## config.mk

```make
export PLATFORM = sky130hd
export DESIGN_NAME = sync_fifo_wr_arb
export DESIGN_NICKNAME = d
export VERILOG_FILES = /design/src/rtl/sync_fifo_wr_arb.sv
export SDC_FILE = /design/constraint.sdc
export NUM_CORES = 1
export LEC_CHECK = 0
export ABC_AREA = 1
export ABC_CLOCK_PERIOD_IN_PS = 2250
export CAP_MARGIN = 0
export CORE_MARGIN = 2
export CORE_UTILIZATION = 30
export CTS_BUF_LIST = sky130_fd_sc_hd__clkbuf_4 sky130_fd_sc_hd__clkbuf_8
export CTS_CLUSTER_SIZE = 12
export DETAILED_ROUTE_END_ITERATION = 6
export DONT_BUFFER_PORTS = 1
export GPL_ROUTABILITY_DRIVEN = 0
export GPL_TIMING_DRIVEN = 0
export PLACE_DENSITY = 0.42
export SETUP_SLACK_MARGIN = 0.1
export SYNTH_ARGS = -nofsm -noshare
export SYNTH_HDL_FRONTEND = slang
export SYNTH_SLANG_ARGS = --single-unit
```

## constraint.sdc

```tcl
create_clock -name clk -period 2.25 [get_ports clk]
set_clock_uncertainty 0.05 [all_clocks]
set_input_delay 0.225 -clock clk [delete_from_list [all_inputs] [get_ports clk]]
set_output_delay 0.225 -clock clk [all_outputs]
set_load 0.005 [all_outputs]
```

## src/rtl/sync_fifo_wr_arb.sv

```systemverilog
// Round-robin write arbiter: NUM_REQ valid/ready producers share one sync_fifo write port,
// with up to MAX_BURST contiguous beats per grant and fifo_full as backpressure.
module sync_fifo_wr_arb #(
  parameter  int DATA_WIDTH = 8,
  parameter  int NUM_REQ    = 4,
  parameter  int MAX_BURST  = 4,
  localparam int ID_W       = ($clog2(NUM_REQ) > 1) ? $clog2(NUM_REQ) : 1,
  localparam int CNT_W      = ($clog2(MAX_BURST + 1) > 1) ? $clog2(MAX_BURST + 1) : 1
) (
  input  logic                          clk,
  input  logic                          rst_n,
  input  logic [NUM_REQ-1:0]            i_req_valid,
  input  logic [NUM_REQ*DATA_WIDTH-1:0] i_req_data,
  output logic [NUM_REQ-1:0]            o_req_ready,
  input  logic                          i_fifo_full,
  output logic                          o_fifo_wr_en,
  output logic [DATA_WIDTH-1:0]         o_fifo_din,
  output logic [ID_W-1:0]               o_grant_id,
  output logic                          o_busy
);

  typedef enum logic {S_IDLE, S_BURST} state_t;

  state_t               r_state, w_state_nxt;
  logic [ID_W-1:0]      r_rr_ptr, r_owner, w_rr_nxt, w_owner_nxt, w_win, w_cand;
  logic [CNT_W-1:0]     r_beat_cnt, w_cnt_nxt;
  logic                 w_win_vld;
  logic [NUM_REQ-1:0]   w_ready;
  logic [DATA_WIDTH-1:0] w_din;

  // Explicit wrap so non-power-of-two NUM_REQ never overflows into an invalid index.
  function automatic logic [ID_W-1:0] f_inc(input logic [ID_W-1:0] x);
    return (x == ID_W'(NUM_REQ - 1)) ? '0 : x + ID_W'(1);
  endfunction

  always_comb begin
    int idx;
    w_win_vld = 1'b0;
    w_win     = '0;
    w_cand    = '0;
    for (int k = 0; k < NUM_REQ; k++) begin
      idx = int'(r_rr_ptr) + k;
      if (idx >= NUM_REQ) idx = idx - NUM_REQ;
      w_cand = ID_W'(idx);
      if (!w_win_vld && i_req_valid[w_cand]) begin
        w_win_vld = 1'b1;
        w_win     = w_cand;
      end
    end
  end

  always_comb begin
    w_state_nxt = r_state;
    w_rr_nxt    = r_rr_ptr;
    w_owner_nxt = r_owner;
    w_cnt_nxt   = r_beat_cnt;
    w_ready     = '0;
    case (r_state)
      S_IDLE: begin
        if (w_win_vld && !i_fifo_full) begin
          w_ready[w_win] = 1'b1;
          w_owner_nxt    = w_win;
          if (MAX_BURST == 1) begin
            w_rr_nxt = f_inc(w_win);
          end else begin
            w_cnt_nxt   = CNT_W'(1);
            w_state_nxt = S_BURST;
          end
        end
      end
      S_BURST: begin
        // Owner dropping valid releases the port; others see it next cycle.
        if (!i_req_valid[r_owner]) begin
          w_rr_nxt    = f_inc(r_owner);
          w_state_nxt = S_IDLE;
        end else if (!i_fifo_full) begin
          w_ready[r_owner] = 1'b1;
          w_cnt_nxt        = r_beat_cnt + CNT_W'(1);
          if (w_cnt_nxt == CNT_W'(MAX_BURST)) begin
            w_rr_nxt    = f_inc(r_owner);
            w_state_nxt = S_IDLE;
          end
        end
      end
      default: w_state_nxt = S_IDLE;
    endcase
  end

  always_ff @(posedge clk or negedge rst_n) begin
    if (!rst_n) begin
      r_state    <= S_IDLE;
      r_rr_ptr   <= '0;
      r_owner    <= '0;
      r_beat_cnt <= '0;
    end else begin
      r_state    <= w_state_nxt;
      r_rr_ptr   <= w_rr_nxt;
      r_owner    <= w_owner_nxt;
      r_beat_cnt <= w_cnt_nxt;
    end
  end

  // Reset gates the combinational accept path so nothing leaks out while held.
  assign o_req_ready  = rst_n ? w_ready : '0;
  assign o_fifo_wr_en = |o_req_ready;

  always_comb begin
    w_din = '0;
    for (int i = 0; i < NUM_REQ; i++)
      if (o_req_ready[i]) w_din = w_din | i_req_data[i*DATA_WIDTH +: DATA_WIDTH];
  end

  assign o_fifo_din = w_din;
  assign o_grant_id = r_owner;
  assign o_busy     = (r_state == S_BURST);

endmodule

```

==> results of run 1 <==
==> layer usage <==
| metal | GRT usage [%] | part of all wire (%) |
|---|---|---|
| met1 | 19.8 | 48 |
| met2 | 27.6 | 50 |
| met3 | 1.89 | 2.7 |
| met4 | 2.61 | 0 |
| met5 | 0 | 0 |
==> cells by family after synthesis <==
logic type               after synthesis
buffers and inverters                 40
XOR/XNOR                               1
adder cells (fa/ha/maj)                6
AO/OA/AOI/OAI                         15
flip-flops                             8
AND/OR/NAND/NOR                      146
==> state kept, by name, indices dropped and copies added (netlist names) <==
register / count
r_beat_cnt: 3
r_rr_ptr: 2
o_grant_id: 2
o_busy: 1
==> cell usage in the layout (no fill, tap or decap), drive strengths merged <==
master | netlist | final
clkbuf | 0 | 3
o21bai | 1 | 2
o31ai | 1 | 1
nand4 | 2 | 2
nor2 | 12 | 12
a21oi | 6 | 6
inv | 35 | 35
o21ai | 7 | 7
nand3 | 45 | 45
dlygate4sd3 | 0 | 1
ha | 6 | 6
xor2 | 1 | 1
nand2 | 87 | 89
buf | 5 | 19
dfrtp | 8 | 8
==> stage by stage <==
stage | setup WS [ns] | cell area, um2 | cells
floorplan | 0.403 | 1280 | 216
global placement | 0.186 | 1340 | 266
detailed placement | 0.129 | 1340 | 266
CTS | -0.0876 | 1510 | 279
global route | -0.268 | 1630 | 287
finish | -0.111 | 1630 | 287
==> power by group <==
| part | internal, mW | switching, mW |
|---|---|---|
| Sequential | 0.218 | 0.101 |
| Clock | 0.115 | 0.0498 |
| Combinational | 0.714 | 1.11 |
==> worst paths after layout <==
| check | from | endpoint | cells after the start |
|---|---|---|---|
| worst max register to register | r_rr_ptr[0] | o_grant_id[0] | 12 |
| worst max-delay path | r_rr_ptr[0] | o_fifo_din[1] | 14 |
| worst min register to register | r_beat_cnt[0] | r_beat_cnt[0] | 1 |
| max in group asynchronous | rst_n | r_rr_ptr[0] | 1 |
| min in group asynchronous | rst_n | r_beat_cnt[0] | 1 |
| worst min-delay path | i_fifo_full | o_busy | 2 |
==> timing repair <==
| item | 4_1_cts | 5_1_grt |
|---|---|---|
| hold endpoints to repair | 8 | 0 |
| setup buffers | 6 | 8 |
| hold buffers | 1 | 0 |
| gates cloned | 3 | 0 |
| gates resized for setup | 10 | 21 |
| pin swaps | 4 | 8 |
| endpoints found under the setup margin | 13 | 13 |
==> worst reg2reg max path: cells and delay by family, from the launching register on <==
| family | cells | cell delay [ns] |
|---|---|---|
| flip-flops | 1 | 0.43 |
| AO/OA/AOI/OAI | 1 | 0.12 |
| AND/OR/NAND/NOR | 8 | 0.69 |
| buffers and inverters | 3 | 0.42 |
==> area by class of cell <==
cell class / instances / share of cell area, %
Buffer: 5 / 2.15
Clock buffer: 3 / 2.54
Inverter: 35 / 8.53
Multi-Input combinational cell: 171 / 62.9
Sequential cell: 8 / 12.5
Tap cell: 50 / 3.84
Timing Repair Buffer: 15 / 7.53
==> flow_metrics.py, run 1 <==
metrics = {
    "yosys": {
        "yosys-top-cells-count": "nand2_1, nand3_1, inv_1, nand2_2, nor2_1",
        "synth_most_common_cell": "nand2_1",
        "yosysSeqAreaShare_pct": 15.7,
        "synth_top_family_by_area": "simple AND/OR/NAND/NOR gates",
        "synth_area_leader_cell": "nand2_1",
        "synth_flop_cell": "dfrtp_1",
        "yosysWarnings": 0,
        "synthDistinctLibCells": 21,
        "synthXorXnorAreaFrac_pct": 0.685,
        "synthArstFlopShare_pct": 100,
        "synth_mux_area_share_pct": 0,
        "syn_area_um2": 1280,
        "synth_edf_count": 0,
        "postSynthAreaPerCell_um2": 5.92,
        "syn_inst": 216,
        "syn_nets": 261,
        "synth_top_area_share_pct": 19.4,
        "ys_ff_latch": 8,
        "synthTopCellsByArea": "nand2_1, dfrtp_1, nand3_1",
        "yosys.area_share.simple_pct": 57.4,
        "synth_compound_area_share_pct": 7.44,
        "synth_fa_ha_area_share_pct": 5.87,
    },
    "clocking": {
        "clock_latency_ns": 0.22,
        "cts_tree": "built",
        "cts_buffers": 3,
        "clkTransAtPathRegs_ns": 0.04,
        "htree_levels": 1,
        "clock-root-buffer": "clkbuf_8",
        "numClockSinks": 8,
        "clk_path_buf_depth": 2,
    },
    "setup_path": {
        "critPathMaxFanout": 7,
        "worst_setup_path_end_kind": "output pin",
        "critical-path-top-delay-family": "simple AND/OR/NAND/NOR gates",
        "slowest_stage": "dfrtp_2",
        "worstPathArrival_ns": 2.09,
        "crit_buf_inv": 3,
        "r2r_slack_ns": 0.45,
        "critPathKind": "reg2out",
        "cp.required_ns": 1.98,
        "cp-start-kind": "register",
        "crit_path_max_incr_delay_ns": 0.43,
        "crit_path_cell_trace": "inv_4 > buf_4 > nand2_1 > nand2_2 > nand2_1 > nand2_4 > nand4_1 > nand3_2 > nand2_4 > o21bai_4 > nand3_1 > nand2_1 > inv_1 > nand2_1",
        "worst_path_most_repeated_cell": "nand2_1",
    },
    "global_route": {
        "antenna_found_initial": 0,
        "grt_pass1_vias": 1355,
        "grt_max_degree": 11,
        "track_usage_pct": 15.4,
        "grt_pass1_wl_um": 6180,
        "grt.overflow.total": 0,
    },
    "status": {
        "violations": "negative setup slack",
        "outcome": "finished, violations left",
    },
    "layout": {
        "drive_gt1_share_pct": 32.5,
        "antenna_cells": 0,
        "regArea_um2": 204,
        "final_net_count": 284,
        "nFillCells": 447,
        "area_growth_pct": 27.3,
        "final_util_pct": 40.1,
        "multiInputGateArea_um2": 1020,
    },
    "floorplanning": {
        "rows": 23,
        "coreArea_um2": 4060,
        "io_pins": 55,
        "initial_core_util_pct": 31.5,
        "die_y_um": 69.3,
        "die-area_um2": 4800,
        "die_w_um": 69.3,
    },
    "detailed_routing": {
        "routedWlPerCell_um": 13.4,
        "vias_per_cell": 4.86,
        "antenna_left": 0,
        "drc": 0,
        "first_pass_iters": 6,
        "vias": 1396,
        "drt_iter0_drc": 46,
        "postRouteWirelength_um": 3860,
    },
    "sta": {
        "post-route-min-period_ns": 2.36,
        "finalSetupTns_ns": -0.870,
        "max-slew-margin-rel_pct": 74.6,
        "slew_violations": 0,
        "setup_slack_ns": -0.111,
        "fin_crit_sh_pct": 105,
        "rsz0062_at_grt": "yes",
        "tightest_slew_ns": 0.379,
        "worst_hold_slack_ns": 0.221,
        "hold_viol": 0,
        "max_freq_mhz": 423,
        "setup_viol": 10,
    },
    "worst_hold_path": {
        "min-delay-path-class": "in2reg",
    },
    "place": {
        "io_buffer_count": 0,
        "dp_hpwl_um": 2820,
    },
    "power": {
        "p_leak_nw": 0.888,
        "peakVddDrop_uv": 565,
        "power.density_nw_per_um2": 1420,
        "finalPower_mw": 2.31,
    },
    "job": {
        "maxCapViolCount": 0,
    },
}
(Power assumes the default switching activity.)
==> run 2: changes to the inputs <==
- CELL_PAD_IN_SITES_DETAIL_PLACEMENT: not set -> 0
- CELL_PAD_IN_SITES_GLOBAL_PLACEMENT: not set -> 1
- CORE_MARGIN: 2 -> 1
- PLACE_DENSITY: 0.42 -> 0.59
- SETUP_SLACK_MARGIN: 0.1 -> not set
==> run 2 against run 1 <==
  * The flow still finishes with violations (negative setup slack)
  * Clock-buffer cell count unchanged
  * Register-to-register slack about the same
  * Flip-flop and latch count unchanged
  * Sequential power decreased by 2%
  * Total power increased by 1.3%
  * Die area decreased by 5.7%
  * Clock power increased by 4%
  * First-iteration DRC count increased by 22%
  * Fmax about the same
  * Critical path type unchanged
  * Routed wire length decreased by 2.4%
  * Via count decreased by 1.1%
==> flow_metrics.py, run 2 (synthesis gave the netlist of run 1 again) <==
metrics = {
    "status": {
        "outcome": "finished, violations left",
        "violations": "negative setup slack",
    },
    "sta": {
        "fin_crit_sh_pct": 105,
        "slew_violations": 0,
        "post-route-min-period_ns": 2.36,
        "tightest_slew_ns": 0.379,
        "finalSetupTns_ns": -0.694,
        "rsz0062_at_grt": "yes",
        "max-slew-margin-rel_pct": 74.7,
        "setup_viol": 8,
        "hold_viol": 0,
        "setup_slack_ns": -0.110,
        "max_freq_mhz": 424,
    },
    "detailed_routing": {
        "routedWlPerCell_um": 13.4,
        "drt_iter0_drc": 56,
        "vias": 1380,
        "antenna_left": 0,
        "first_pass_iters": 4,
        "vias_per_cell": 4.91,
        "drc": 0,
        "postRouteWirelength_um": 3770,
    },
    "place": {
        "place_ws_ns": 0.146,
        "io_buffer_count": 0,
        "place_area_um2": 1340,
        "dp_hpwl_um": 2750,
    },
    "setup_path": {
        "crit_path_max_incr_delay_ns": 0.39,
        "worst_setup_path_end_kind": "output pin",
        "critPathKind": "reg2out",
        "worst_path_most_repeated_cell": "nand2_2",
        "worstPathArrival_ns": 2.08,
        "crit_path_cell_trace": "inv_2 > buf_6 > nand2_2 > nand2_2 > nand2_2 > nand2_4 > nor2_4 > nand3_2 > nand2_4 > nand2_8 > o21bai_4 > nand3_1 > nand2_1 > inv_1 > nand2_1",
        "cp-start-kind": "register",
        "slowest_stage": "dfrtp_1",
        "cp.required_ns": 1.98,
        "critPathMaxFanout": 6,
        "r2r_slack_ns": 0.45,
    },
    "clocking": {
        "htree_levels": 1,
        "clkTransAtPathRegs_ns": 0.04,
        "cts_buffers": 3,
        "cts_tree": "built",
        "clock-root-buffer": "clkbuf_8",
        "clk_path_buf_depth": 2,
        "clock_latency_ns": 0.23,
        "numClockSinks": 8,
    },
    "power": {
        "finalPower_mw": 2.34,
        "swShare_pct": 57.3,
        "power.density_nw_per_um2": 1410,
        "p_sw_mw": 1.34,
        "clock_power_share_pct": 7.3,
        "p_int_mw": 0.999,
        "pwr-share-seq_pct": 13.3,
        "p_leak_nw": 0.878,
        "combPwrFrac_pct": 79.4,
        "peakVddDrop_uv": 548,
    },
    "floorplanning": {
        "die_y_um": 67.3,
        "io_pins": 55,
        "die_w_um": 67.3,
        "initial_core_util_pct": 31.5,
        "die-area_um2": 4530,
        "rows": 23,
        "coreArea_um2": 4060,
    },
    "layout": {
        "largest_reg_flops": 3,
        "final_cell_mix": "nand2_1, nand3_1, inv_1",
        "regMostFlops": "r_beat_cnt",
        "final_common_cell": "nand2_1",
        "area_growth_pct": 29.8,
        "antenna_cells": 0,
        "final_util_pct": 40.9,
        "postLayoutCellArea_um2": 1660,
        "final_net_count": 278,
        "drive_gt1_share_pct": 37.2,
    },
    "worst_hold_path": {
        "min-delay-path-class": "in2reg",
    },
    "global_route": {
        "grt.overflow.total": 0,
        "antenna_found_initial": 0,
        "grt_pass1_wl_um": 5840,
        "track_usage_pct": 16.7,
        "grt_pass1_vias": 1294,
        "grt_max_degree": 11,
    },
    "job": {
        "maxCapViolCount": 0,
    },
}
## run 2: changes by cell type in the layout (fill, tap and decap cells not counted), moves of 3 or more
cell | previous run | this run
nand2_1 | 58 | 49
nand3_2 | 6 | 9
inv_1 | 29 | 26
inv_2 | 4 | 7
buf_4 | 12 | 5
nand2_4 | 12 | 16
nand3_1 | 37 | 33
nand2_2 | 19 | 24
## run 2: critical path, delay by kind of cell (launching register included)
kind | cells | cell delay, ns
compound gates | 1 | 0.23
flops | 1 | 0.39
simple gates | 11 | 0.98
buf+inv | 3 | 0.27
## run 2: through the flow
step                      hold WS (ns)  std cells
after CTS                        0.222        278
after detailed placement        -0.120        266
after global routing             0.269        281
final                            0.230        281
after floorplan                 -0.121        216
after global placement          -0.120        266
## run 2: per-layer routing
metal	global-route usage, %	share of wire, %	up-vias
met3	2.70	4.1	0
met1	21.8	48	631
met2	28.5	48	29
met4	3.72	0	0
met5	0	0	-
li1	-	-	720
## run 2: final timing paths
check / from / end / depth (start not counted)
setup reg to reg: r_rr_ptr[0] / r_beat_cnt[0] / 13
min in group asynchronous: rst_n / r_beat_cnt[2] / 1
setup / recovery: r_rr_ptr[0] / o_fifo_din[1] / 15
hold / removal: i_fifo_full / o_busy / 2
max in group asynchronous: rst_n / o_grant_id[0] / 1
hold reg to reg: r_beat_cnt[0] / r_beat_cnt[0] / 1
## run 2: final cells by class
type	instances	area, um2
sequential	8	203
clock buffer	3	41.3
fill	461	2400
multi-input combinational	172	1110
inverter	35	139
buffer	5	31.3
tap	50	62.6
timing repair buffer	8	70.1
## run 2: power groups by stage
stage	clock, mW	combinational, mW	sequential (mW)
after floorplan	0	1.12	0.284
after global placement	0	1.33	0.306
after detailed placement	0	1.35	0.310
after CTS	0.176	1.53	0.310
after global routing	0.182	2.07	0.324
final	0.171	1.86	0.311
## run 2: what timing repair did
action,in CTS,in global routing
hold endpoints to repair,8,0
resized for setup,8,45
setup buffers,5,2
pin swaps,2,18
endpoints found under the setup margin,9,13
hold buffers,1,0
gates cloned,3,1
==> run 3: changes to the inputs <==
--- a/config.mk
+++ b/config.mk
@@ -13,3 +13,3 @@
 export CORE_MARGIN = 1
-export CORE_UTILIZATION = 30
+export CORE_UTILIZATION = 43
 export CTS_BUF_LIST = sky130_fd_sc_hd__clkbuf_4 sky130_fd_sc_hd__clkbuf_8
@@ -20,3 +20,3 @@
 export GPL_TIMING_DRIVEN = 0
-export PLACE_DENSITY = 0.59
+export PLACE_DENSITY = 0.8
 export SYNTH_ARGS = -nofsm -noshare
--- a/constraint.sdc
+++ b/constraint.sdc
@@ -4,2 +4,2 @@
 set_output_delay 0.225 -clock clk [all_outputs]
-set_load 0.005 [all_outputs]
+set_load 0.05 [all_outputs]
==> run 3 against run 2 <==
  * The run still ends with negative setup slack left
  * Clock power down 20%
  * Global-route usage up 5.6 points
  * Clock-buffer cell count up 1
  * Register-to-register slack better by 0.06 ns
  * Routed wire length down 9.2%
  * Sequential power up 32%
  * Worst hold slack worse by 0.042 ns
  * Final cell count down 5.3%
  * Largest cell class unchanged
  * Highest routed layer is now met4
==> flow_metrics.py, run 3 (synthesis gave the netlist of run 1 again) <==
metrics = {
    "sta": {
        "post-route-min-period_ns": 2.57,
        "tightest_slew_ns": 0.619,
        "rsz0062_at_grt": "yes",
        "max-slew-margin-rel_pct": 58.6,
        "fin_crit_sh_pct": 114,
        "finalSetupTns_ns": -3.17,
        "setup_viol": 13,
        "setup_slack_ns": -0.324,
        "max_freq_mhz": 388,
        "hold_viol": 0,
        "slew_violations": 0,
        "worst_hold_slack_ns": 0.188,
    },
    "place": {
        "place_ws_ns": -0.280,
        "dp_hpwl_um": 2530,
        "dp.cells": 247,
        "io_buffer_count": 0,
    },
    "status": {
        "outcome": "finished, violations left",
        "violations": "negative setup slack",
    },
    "setup_path": {
        "rr_worst_depth": 13,
        "worst_setup_path_end_kind": "output pin",
        "reg2reg_to": "r_beat_cnt[2]",
        "worstPathArrival_ns": 2.30,
        "critPathMaxFanout": 9,
        "cp-start-kind": "register",
        "crit_end": "o_fifo_wr_en",
        "startpoint": "r_rr_ptr[0]",
        "critPathKind": "reg2out",
        "r2r_slack_ns": 0.51,
        "worst_r2r_startpoint": "r_rr_ptr[0]",
        "cp.required_ns": 1.98,
    },
    "detailed_routing": {
        "vias": 1414,
        "vias_per_cell": 5.32,
        "antenna_left": 0,
        "routedWlPerCell_um": 12.9,
        "drc": 0,
        "first_pass_iters": 4,
        "drt_iter0_drc": 36,
        "postRouteWirelength_um": 3420,
    },
    "job": {
        "maxCapViolCount": 0,
    },
    "power": {
        "power.density_nw_per_um2": 1630,
        "peakVddDrop_uv": 915,
        "p_leak_nw": 0.908,
    },
    "layout": {
        "area_growth_pct": 33.6,
        "instances_no_fill": 266,
        "largest_reg_flops": 3,
        "drive_gt1_share_pct": 40.9,
        "final_common_cell": "nand2_1",
        "final_cell_mix": "nand2_1, nand3_1, inv_1",
        "final_net_count": 281,
        "antenna_cells": 0,
        "regMostFlops": "r_beat_cnt",
    },
    "clocking": {
        "numClockSinks": 8,
        "htree_levels": 1,
        "clk_path_buf_depth": 2,
        "clock-root-buffer": "clkbuf_4",
        "cts_tree": "built",
        "cts_buffers": 3,
        "clkTransAtPathRegs_ns": 0.05,
        "clock_latency_ns": 0.26,
    },
    "floorplanning": {
        "initial_core_util_pct": 46.0,
        "rows": 19,
        "die_y_um": 56.5,
        "die-area_um2": 3200,
        "coreArea_um2": 2780,
        "die_w_um": 56.5,
        "io_pins": 55,
    },
    "global_route": {
        "grt_pass1_vias": 1399,
        "grt_max_degree": 11,
        "antenna_found_initial": 0,
        "track_usage_pct": 22.3,
        "grt.overflow.total": 0,
        "grt_pass1_wl_um": 5770,
    },
    "worst_hold_path": {
        "min-delay-path-class": "in2reg",
    },
}
==> run 3: cell types whose count changed in the layout (fill, tap and decap cells not counted), moves of 4 or more <==
cell and delta:
nand2_2 -7, buf_4 +5, nand2_4 +6, nand2_1 -4, clkbuf_4 +4
==> run 3: layout make-up <==
class | count | area [um2]
Timing Repair Buffer | 15 | 139
Inverter | 35 | 136
Multi-Input combinational cell | 168 | 1130
Sequential cell | 8 | 206
Tap cell | 31 | 38.8
Buffer | 5 | 31.3
Clock buffer | 4 | 30.0
Fill cell | 264 | 1070
==> run 3: stage by stage <==
step / power [mW] / util, % / instance area (um2)
after global placement: 2.03 / 47.4 / 1320
after global routing: 2.98 / 61.4 / 1710
final: 2.78 / 61.4 / 1710
after detailed placement: 2.07 / 47.4 / 1320
after floorplan: 1.85 / - / 1280
after CTS: 2.58 / 57.1 / 1590
==> run 3: power breakdown <==
group	leakage (nW)	internal [mW]	switching, mW
sequential	0.0934	0.219	0.191
clock	0.0184	0.0803	0.0560
combinational	0.796	0.742	1.49
total	0.908	1.04	1.74
==> run 3: worst max-delay path: stages (launching register included) <==
cell and delay (ns):
dfrtp_1 0.39, inv_2 0.08, buf_12 0.14, nand2_4 0.06, nand2_4 0.06, nand2_4 0.08
nand2_4 0.05, nor2_4 0.16, nand3_2 0.09, nand2_2 0.08, nand2_4 0.08, nand3_2 0.09
nand2_4 0.09, nand2_2 0.08, nand4_1 0.50
==> run 3: worst min-delay path by stage <==
| stage | endpoint | depth (start not counted) | start | slack, ns |
|---|---|---|---|---|
| after CTS | o_busy | 2 | i_fifo_full | 0.19 |
| after global routing | o_busy | 2 | i_fifo_full | 0.23 |
| final | o_busy | 2 | i_fifo_full | 0.19 |
| after floorplan | o_busy | 0 | rst_n | -0.12 |
| after detailed placement | r_beat_cnt[1] | 0 | rst_n | -0.12 |
| after global placement | r_beat_cnt[1] | 0 | rst_n | -0.12 |
==> run 3: timing repair <==
action	in CTS	in global routing
gates resized for setup	39	27
hold buffers	1	0
endpoints found under the setup margin	13	13
setup buffers	13	1
hold endpoints to repair	8	0
pin swaps	13	18
gates cloned	0	0
==> run 3: layer usage <==
layer | global-route usage, % | up-vias | part of all wire [%]
met3 | 2.53 | 8 | 3.9
met5 | 0 | - | 0
met2 | 39.8 | 34 | 51
met1 | 27.6 | 652 | 43
li1 | - | 720 | -
met4 | 7.32 | 0 | 1.5
